[src/rtl/data_mem_pkg.sv]
// data_mem_pkg: shared FSM state type and byte-lane constants for the data memory controller
package data_mem_pkg;
    localparam int DEF_DATA_W = 32;
    localparam int BYTES = DEF_DATA_W / 8;
    typedef enum logic {IDLE, RESP} state_t;
endpackage

[src/rtl/data_mem_if.sv]
// data_mem_if: request/response handshake between the core memory stage and the data memory
interface data_mem_if
    import data_mem_pkg::*;
#(
    parameter int DATA_W = DEF_DATA_W,
    parameter int ADDR_W = 32
);
    logic              req_valid;
    logic              req_ready;
    logic              req_write;
    logic [ADDR_W-1:0] req_addr;
    logic [DATA_W-1:0] req_wdata;
    logic [DATA_W/8-1:0] req_be;
    logic              resp_valid;
    logic              resp_ready;
    logic [DATA_W-1:0] resp_rdata;
    logic              resp_err;
    logic [DATA_W-1:0] display;

    modport master (
        output req_valid, req_write, req_addr, req_wdata, req_be, resp_ready,
        input  req_ready, resp_valid, resp_rdata, resp_err, display
    );
    modport slave (
        input  req_valid, req_write, req_addr, req_wdata, req_be, resp_ready,
        output req_ready, resp_valid, resp_rdata, resp_err, display
    );
endinterface

[src/rtl/data_mem_array.sv]
// data_mem_array: DEPTH x DATA_W storage, byte-strobed write port and registered read port, no reset
module data_mem_array #(
    parameter int DATA_W = 32,
    parameter int DEPTH = 16,
    localparam int AW = $clog2(DEPTH)
) (
    input  logic                clk,
    input  logic                we,
    input  logic                re,
    input  logic [AW-1:0]       addr,
    input  logic [DATA_W/8-1:0] be,
    input  logic [DATA_W-1:0]   wdata,
    output logic [DATA_W-1:0]   rdata
);
    logic [DATA_W-1:0] mem [DEPTH];
    logic [DATA_W-1:0] rdata_q;

    always_ff @(posedge clk) begin
        for (int i = 0; i < DATA_W/8; i++)
            if (we && be[i]) mem[addr][8*i +: 8] <= wdata[8*i +: 8];
        if (re) rdata_q <= mem[addr];
    end

    assign rdata = rdata_q;
endmodule

[src/rtl/data_mem_ctrl.sv]
// data_mem_ctrl: handshaked load/store controller with decode, display register and registered responses.
// Define DATA_MEM_BYTE_EN to honour req_be; otherwise every store writes the full word.
module data_mem_ctrl
    import data_mem_pkg::*;
#(
    parameter int DATA_W = DEF_DATA_W,
    parameter int DEPTH = 16,
    parameter int ADDR_W = 32,
    parameter logic [ADDR_W-1:0] DISP_ADDR = '1
) (
    input logic clk,
    input logic rst,
    data_mem_if.slave bus
);
    localparam int AW = $clog2(DEPTH);
    localparam int NB = DATA_W / 8;

    state_t state_q, state_d;
    logic [DATA_W-1:0] disp_q, disp_d, data_q, data_d, mem_rdata;
    logic sel_q, sel_d, err_q, err_d;
    logic [NB-1:0] be_eff;

`ifdef DATA_MEM_BYTE_EN
    assign be_eff = bus.req_be;
`else
    logic unused_be;
    assign unused_be = ^bus.req_be;
    assign be_eff = '1;
`endif

    logic accept, is_disp, in_rng;
    assign accept  = bus.req_valid && state_q == IDLE;
    assign is_disp = bus.req_addr == DISP_ADDR;
    assign in_rng  = !is_disp && bus.req_addr < ADDR_W'(DEPTH);

    data_mem_array #(.DATA_W(DATA_W), .DEPTH(DEPTH)) u_array (
        .clk   (clk),
        .we    (accept && bus.req_write && in_rng),
        .re    (accept && !bus.req_write && in_rng),
        .addr  (bus.req_addr[AW-1:0]),
        .be    (be_eff),
        .wdata (bus.req_wdata),
        .rdata (mem_rdata)
    );

    // Storage loads are served straight from the array's read register (sel_q); everything else from data_q.
    always_comb begin
        state_d = state_q;
        disp_d  = disp_q;
        data_d  = data_q;
        sel_d   = sel_q;
        err_d   = err_q;
        if (accept) begin
            state_d = RESP;
            err_d   = !is_disp && !in_rng;
            sel_d   = !bus.req_write && in_rng;
            data_d  = (!bus.req_write && is_disp) ? disp_q : '0;
            for (int i = 0; i < NB; i++)
                if (bus.req_write && is_disp && be_eff[i]) disp_d[8*i +: 8] = bus.req_wdata[8*i +: 8];
        end else if (state_q == RESP && bus.resp_ready) begin
            state_d = IDLE;
        end
    end

    always_ff @(posedge clk or posedge rst) begin
        if (rst) begin
            state_q <= IDLE;
            disp_q  <= '0;
            data_q  <= '0;
            sel_q   <= 1'b0;
            err_q   <= 1'b0;
        end else begin
            state_q <= state_d;
            disp_q  <= disp_d;
            data_q  <= data_d;
            sel_q   <= sel_d;
            err_q   <= err_d;
        end
    end

    assign bus.req_ready  = state_q == IDLE;
    assign bus.resp_valid = state_q == RESP;
    assign bus.resp_rdata = sel_q ? mem_rdata : data_q;
    assign bus.resp_err   = err_q;
    assign bus.display    = disp_q;
endmodule
[src/flat_wrapper.sv]
// flat-port wrapper written by rule: the top's interface ports become plain ports
module data_mem_ctrl_flat import data_mem_pkg::*;
#(
    parameter int DATA_W = DEF_DATA_W,
    parameter int DEPTH = 16,
    parameter int ADDR_W = 32,
    parameter logic [ADDR_W-1:0] DISP_ADDR = '1
)
  (clk, rst, bus_req_valid, bus_req_write, bus_req_addr, bus_req_wdata, bus_req_be, bus_resp_ready, bus_req_ready, bus_resp_valid, bus_resp_rdata, bus_resp_err, bus_display);
  data_mem_if #(.DATA_W(DATA_W), .ADDR_W(ADDR_W)) bus_i ();
  input logic clk;
  input logic rst;
  input wire logic [$bits(bus_i.req_valid)-1:0] bus_req_valid;
  input wire logic [$bits(bus_i.req_write)-1:0] bus_req_write;
  input wire logic [$bits(bus_i.req_addr)-1:0] bus_req_addr;
  input wire logic [$bits(bus_i.req_wdata)-1:0] bus_req_wdata;
  input wire logic [$bits(bus_i.req_be)-1:0] bus_req_be;
  input wire logic [$bits(bus_i.resp_ready)-1:0] bus_resp_ready;
  output wire logic [$bits(bus_i.req_ready)-1:0] bus_req_ready;
  output wire logic [$bits(bus_i.resp_valid)-1:0] bus_resp_valid;
  output wire logic [$bits(bus_i.resp_rdata)-1:0] bus_resp_rdata;
  output wire logic [$bits(bus_i.resp_err)-1:0] bus_resp_err;
  output wire logic [$bits(bus_i.display)-1:0] bus_display;
  assign bus_i.req_valid = bus_req_valid;
  assign bus_i.req_write = bus_req_write;
  assign bus_i.req_addr = bus_req_addr;
  assign bus_i.req_wdata = bus_req_wdata;
  assign bus_i.req_be = bus_req_be;
  assign bus_i.resp_ready = bus_resp_ready;
  assign bus_req_ready = bus_i.req_ready;
  assign bus_resp_valid = bus_i.resp_valid;
  assign bus_resp_rdata = bus_i.resp_rdata;
  assign bus_resp_err = bus_i.resp_err;
  assign bus_display = bus_i.display;
  data_mem_ctrl #(.DATA_W(DATA_W), .DEPTH(DEPTH), .ADDR_W(ADDR_W), .DISP_ADDR(DISP_ADDR)) u_core (.clk(clk), .rst(rst), .bus(bus_i));
endmodule
[config.mk]
export PLATFORM = sky130hd
export DESIGN_NAME = data_mem_ctrl_flat
export DESIGN_NICKNAME = d
export VERILOG_FILES = /design/src/rtl/data_mem_pkg.sv /design/src/rtl/data_mem_if.sv /design/src/rtl/data_mem_array.sv /design/src/rtl/data_mem_ctrl.sv /design/src/flat_wrapper.sv
export SDC_FILE = /design/constraint.sdc
export NUM_CORES = 1
export LEC_CHECK = 0
export ABC_AREA = 1
export BUFFER_PORTS_ARGS = -buffer_cell sky130_fd_sc_hd__buf_2
export CAP_MARGIN = 20
export CORE_MARGIN = 2
export CORE_UTILIZATION = 50
export DETAILED_ROUTE_END_ITERATION = 16
export GPL_TIMING_DRIVEN = 0
export PLACE_DENSITY = 0.72
export SLEW_MARGIN = 20
export SYNTH_ARGS = -nofsm -noshare
export SYNTH_HDL_FRONTEND = slang
export SYNTH_SLANG_ARGS = --single-unit
export TNS_END_PERCENT = 20
[constraint.sdc]
create_clock -name clk -period 3.15 [get_ports clk]
set_input_delay 0.315 -clock clk [delete_from_list [all_inputs] [get_ports clk]]
set_output_delay 0.315 -clock clk [all_outputs]
set_load 0.1 [all_outputs]
==> After elaboration in Yosys (flattened, before gate mapping) <==
Memories as Yosys holds them, arrays and structs flattened. A register that Yosys moved wholly into a read port is not among the register bits.
Index checks and enable logic that the tools add are counted.
{ "word_totals": {"output_inout_bits": 67, "memories": 1, "ramBits": 512, "regBits": 67, "elab_cells": 31, "input_bits": 73} }
{ "memory_table": {"columns": ["name", "depth", "width", "rd", "rd_clocked_by_memory_dff", "wr", "line_no", "source"], "rows": [
  ["u_core.u_array.mem", 16, 32, 1, 1, 1, "data_mem_array.sv:15", "logic [DATA_W-1:0] mem [DEPTH];"]
]} }
{ "classes": {"n_eq_ne": 1, "magnitude_cmp": 1, "n_reduce_logical": 16, "n_mux": 6, "bitwise_logic": 1} }
{ "ops": {"columns": ["op", "count"], "rows": [
  ["two-way mux 32 bit", 2],
  ["== test 32 bit, second input constant", 1],
  ["< comparator 32 x 5 -> 1 bit, second input constant", 1],
  ["logical AND 1 bit", 11],
  ["two-way mux 1 bit", 4],
  ["logical NOT 1 bit", 3],
  ["AND reduction 2 bit", 1],
  ["nonzero test 2 bit", 1],
  ["NOT 1 bit", 1]
]} }

==> Logic depth before layout (Yosys ltp) <==
{ "depth": {"word_depth": 6, "mapped_depth": 10, "ltp_nobuf": 8} }

==> By module <==
A second synthesis with hierarchy kept.
{ "hier_totals": {"cells_unflattened": 2602, "area_unflattened_um2": 26213.9} }
{ "modules_own_cells": {"columns": ["mod", "instances", "area_per_inst_um2", "cells_each", "seq_area_each_um2"], "rows": [
  ["data_mem_array", 1, 22720.5, 2184, 16335.7],
  ["data_mem_ctrl", 1, 3493.4, 418, 1676.6]
]} }

==> Worst setup path after synthesis <==
No wires, ideal clock.
{ "synth_timing": {"kind": "reg-to-reg", "startpoint": "register u_core.state_q (netlist: u_core.bus.resp_valid)", "endpoint": "memory u_core.u_array.mem[10][0], enable pin", "n_path_buf": 1, "setup_time_ps": 421, "path_slack_ps": -1020, "period_less_slack_ps": 4170, "path_stages_with_launch": 7, "t_required_ps": 2729, "arrival_ps": 3749, "cell_sequence": "dfrtp_1 > inv_1 > nand2_1 > nor2_2 > nand3_1 > clkbuf_1 > nor2_1"} }
{ "synth_between": {"elab_chain_cells": 6} }
{ "synth_rtl": {"columns": ["element", "line_no", "source"], "rows": [
  ["from (decl)", "data_mem_ctrl.sv:18", "state_t state_q, state_d;"],
  ["from (signal assigned)", "data_mem_ctrl.sv:73", "state_q <= state_d;"],
  ["NOT 1 bit", null, null],
  ["net bus_req_ready", "flat_wrapper.sv:19", "output wire logic [$bits(bus_i.req_ready)-1:0] bus_req_ready;"],
  ["logical AND 1 bit", "data_mem_ctrl.sv:32", "assign accept = bus.req_valid && state_q == IDLE;"],
  ["logical AND 1 bit (2 in series)", "data_mem_ctrl.sv:38", ".we (accept && bus.req_write && in_rng),"],
  ["two-way mux 1 bit", "data_mem_array.sv:20", "if (we && be[i]) mem[addr][8*i +: 8] <= wdata[8*i +: 8];"],
  ["two-way mux 1 bit (not written as such)", "data_mem_array.sv:20", null],
  ["to (decl)", "data_mem_array.sv:15", null]
]} }
The timed path passes the listed nets, and every way through them passes these cells.

==> Worst setup path after layout <==
{ "layout_timing": {"startpoint": "register u_core.sel_q", "endpoint": "output port bus_resp_rdata[16]"} }
{ "layout_between": {"elab_chain_cells": 1} }
{ "layout_rtl": {"columns": ["element", "line_no", "source"], "rows": [
  ["from (decl)", "data_mem_ctrl.sv:20", "logic sel_q, sel_d, err_q, err_d;"],
  ["from (signal assigned)", "data_mem_ctrl.sv:76", "sel_q <= sel_d;"],
  ["two-way mux 32 bit", "data_mem_ctrl.sv:83", "assign bus.resp_rdata = sel_q ? mem_rdata : data_q;"],
  ["to (decl)", "flat_wrapper.sv:21", "output wire logic [$bits(bus_i.resp_rdata)-1:0] bus_resp_rdata;"]
]} }
No other way between the ends.

==> reports/results.txt <==
status - finished, final reports clean
fill count - 3,592
fin crit period - 3.04 ns
Final Util - 59.7%
DR DRC count - 0
Top cell by count, worst path - clkbuf_1
Detailed Routing Iterations Pass 1 - 6
Multi-input gate area - 0.00582 mm2
setup TNS - 0 ns
crit path cell chain - clkbuf_1, clkbuf_1, mux2_2, buf_2
YS warnings - 0
r2r startpoint - u_core.bus.resp_valid
Rel. slew slack - 30.8%
Clock transition at path regs - 0.06 ns
EDFF count, synth - 544
Crit Path Max Fanout - 10
fmax - 329 MHz
fraction of final layout cells with drive strength greater than 1 - 15.8%
Slew Limit Fails - 0
ant diodes - 0
total gr overflow - 0
crit path from - u_core.sel_q
die area - 0.0504 mm2
Initial DRC Count - 2,575
DRT antenna net count - 0
Critical Path Sink Type - output pin
Ports - 140
Worst Reg-to-Reg Cells - 7
Slowest cell on crit path - clkbuf_1
P&R area growth vs syn - 17.5%
Worst Tran Pin Value - 1.04 ns
crit path capture - bus_resp_rdata[16]
initial antenna violation count - 1
most frequent cells in the layout - nand2_1 (1,015), edfxtp_1 (544), buf_2 (178)
RSZ-0062 raised after global routing - false
Setup CP Type - reg -> out
Max-Cap Viols - 0
fin crit share - 96.5%
TritonCTS clock tree - built
Crit path required time - 2.83 ns
port bufs - 134
WL per Instance - 23.2 um
Hold Vio Cnt, Final - 0
Rows - 80
area of the core - 0.0478 mm2
die height - 225 um
routed wire length - 68,800 um
dpl hpwl - 45,800 um
RR Endpoint - u_core.u_array.mem[12][11]
Seq/Total Area, Yosys - 74.0%
r2r setup slk - 0.16 ns
initial core utilization - 50.9%
htree depth - 2
crit path launch type - register
Vias - 17,100
max incr delay on CP - 0.61 ns
syn avg cell area - 11.7 um2
Post-Syn Area - 0.0243 mm2
Post-Synthesis Net Count - 2,148
clock sinks - 611
Peak VDD IR - 0.390 mV
endpoints failing setup - 0
Post-Synthesis Cells - 2,075
synthesized flop and latch total - 611
FF+latch area - 0.0180 mm2
Hold Crit Class - in -> reg
most common cell after layout, fill and taps aside - nand2_1
die width - 225 um
ys flop type - edfxtp_1
Arr. time, crit path - 2.72 ns
worst skew pair latency - 0.63 ns
largest net degree at the start of global routing - 46
global-route wire length before repair - 99,800 um
Total GRT Usage - 27.0%
clock buffer depth - 3
vias in the first global route - 16,600
pwr dens - 586 mW/mm2
Pleak - 11.2 nW
CTS buffer count - 58
distinct cell type count after synthesis - 20
RePlAce Congestion - 0.856
ys async rst share - 11.0%
clk_skew - 0.0195 ns
Clock Root Buffer - clkbuf_16
via/cell ratio - 5.76
# nets final - 2,377
[metal layers]
| layer | global-route usage, % | vias up | wire length, um |
|---|---|---|---|
| met5 | 0 | - | 0 |
| met4 | 12.3 | 0 | 3170 |
| met3 | 5.26 | 204 | 7200 |
| met2 | 43.5 | 1111 | 32100 |
| met1 | 35.8 | 8209 | 26300 |
| li1 | - | 7573 | - |
[stage by stage]
step,worst slack (ns),power [mW],hold WS (ns),area [um2],cells
6_report,0.110,16.7,0.0914,28600,2968
5_1_grt,0.0614,17.1,0.0800,28600,2968
4_1_cts,0.0771,16.7,0.0611,28600,2966
3_5_place_dp,-0.191,9.86,0.313,26500,2849
3_3_place_gp,-0.987,9.82,0.460,25900,2824
2_1_floorplan,0.0781,9.45,0.414,24400,2075
[sequential cells by signal, summed over array words and instances (netlist names)]
register,flops
u_core.data_q,32
u_core.sel_q,1
u_core.bus.resp_valid,1
u_core.u_array.mem,512
u_core.bus.display,32
u_core.bus.resp_err,1
u_core.u_array.rdata,32
[cell families after synthesis]
kind of cell           share of synthesized area (%)
buffers and inverters                           2.61
AO/OA/AOI/OAI                                 0.0411
AND/OR/NAND/NOR                                 21.8
multiplexers                                    1.48
flip-flops                                      74.0
[power by group]
| part | internal, mW | total [mW] | switching [mW] | leakage [nW] |
|---|---|---|---|---|
| clock | 4.03 | 7.02 | 3.00 | 0.932 |
| combinational | 0.196 | 0.881 | 0.686 | 4.46 |
| sequential | 8.83 | 8.83 | 0.00323 | 5.81 |
| total | 13.1 | 16.7 | 3.68 | 11.2 |
[Yosys cell counts (4+ instances only)]
| library cell | count | area share, % |
|---|---|---|
| clkbuf_1 | 56 | 0.86 |
| edfxtp_1 | 544 | 67 |
| nand3_1 | 98 | 2.0 |
| nand4_1 | 128 | 3.3 |
| nor2_1 | 40 | 0.62 |
| dfrtp_1 | 67 | 6.9 |
| buf_6 | 6 | 0.28 |
| nor2_2 | 4 | 0.10 |
| inv_1 | 28 | 0.43 |
| mux2_2 | 32 | 1.5 |
| buf_2 | 43 | 0.88 |
| nand2_1 | 1015 | 16 |
[how the worst min path moves through the flow]
stage                      startpoint                         end  slack, ns  cells past startpoint
floorplan            bus_req_wdata[0]    u_core.u_array.mem[0][0]       0.41                      0
global route        bus_req_wdata[16]   u_core.u_array.mem[9][16]       0.08                      1
finish              bus_req_wdata[16]  u_core.u_array.mem[14][16]       0.09                      1
CTS                 bus_req_wdata[16]   u_core.u_array.mem[9][16]       0.06                      1
global placement    u_core.data_q[25]           u_core.data_q[25]       0.46                      2
detailed placement                rst            u_core.data_q[0]       0.31                      2
[critical path: cells and delay by family, from the launching register on]
family                 cells  cell delay [ns]
DFF                        1             0.32
buffers and inverters      3             1.42
muxes                      1             0.35
[area by class of cell]
| type | count | area share (%) |
|---|---|---|
| inverters | 32 | 0.442 |
| clock buffers | 69 | 5.33 |
| repair buffers | 169 | 4.99 |
| well taps | 615 | 2.69 |
| plain buffers | 109 | 1.81 |
| clock inverters | 40 | 1.35 |
| multi-input cells | 1323 | 20.4 |
| flip-flops and latches | 611 | 63.0 |
[repair_timing]
action | CTS | global route
endpoints found under the setup margin | 199 | 89
pin swaps | 3 | 2
hold buffers | 2 | 0
gates resized for setup | 1 | 1
buffers inserted | 6 | 2
hold endpoints to repair | 48 | 0
Power figures use the tool's default switching activity.
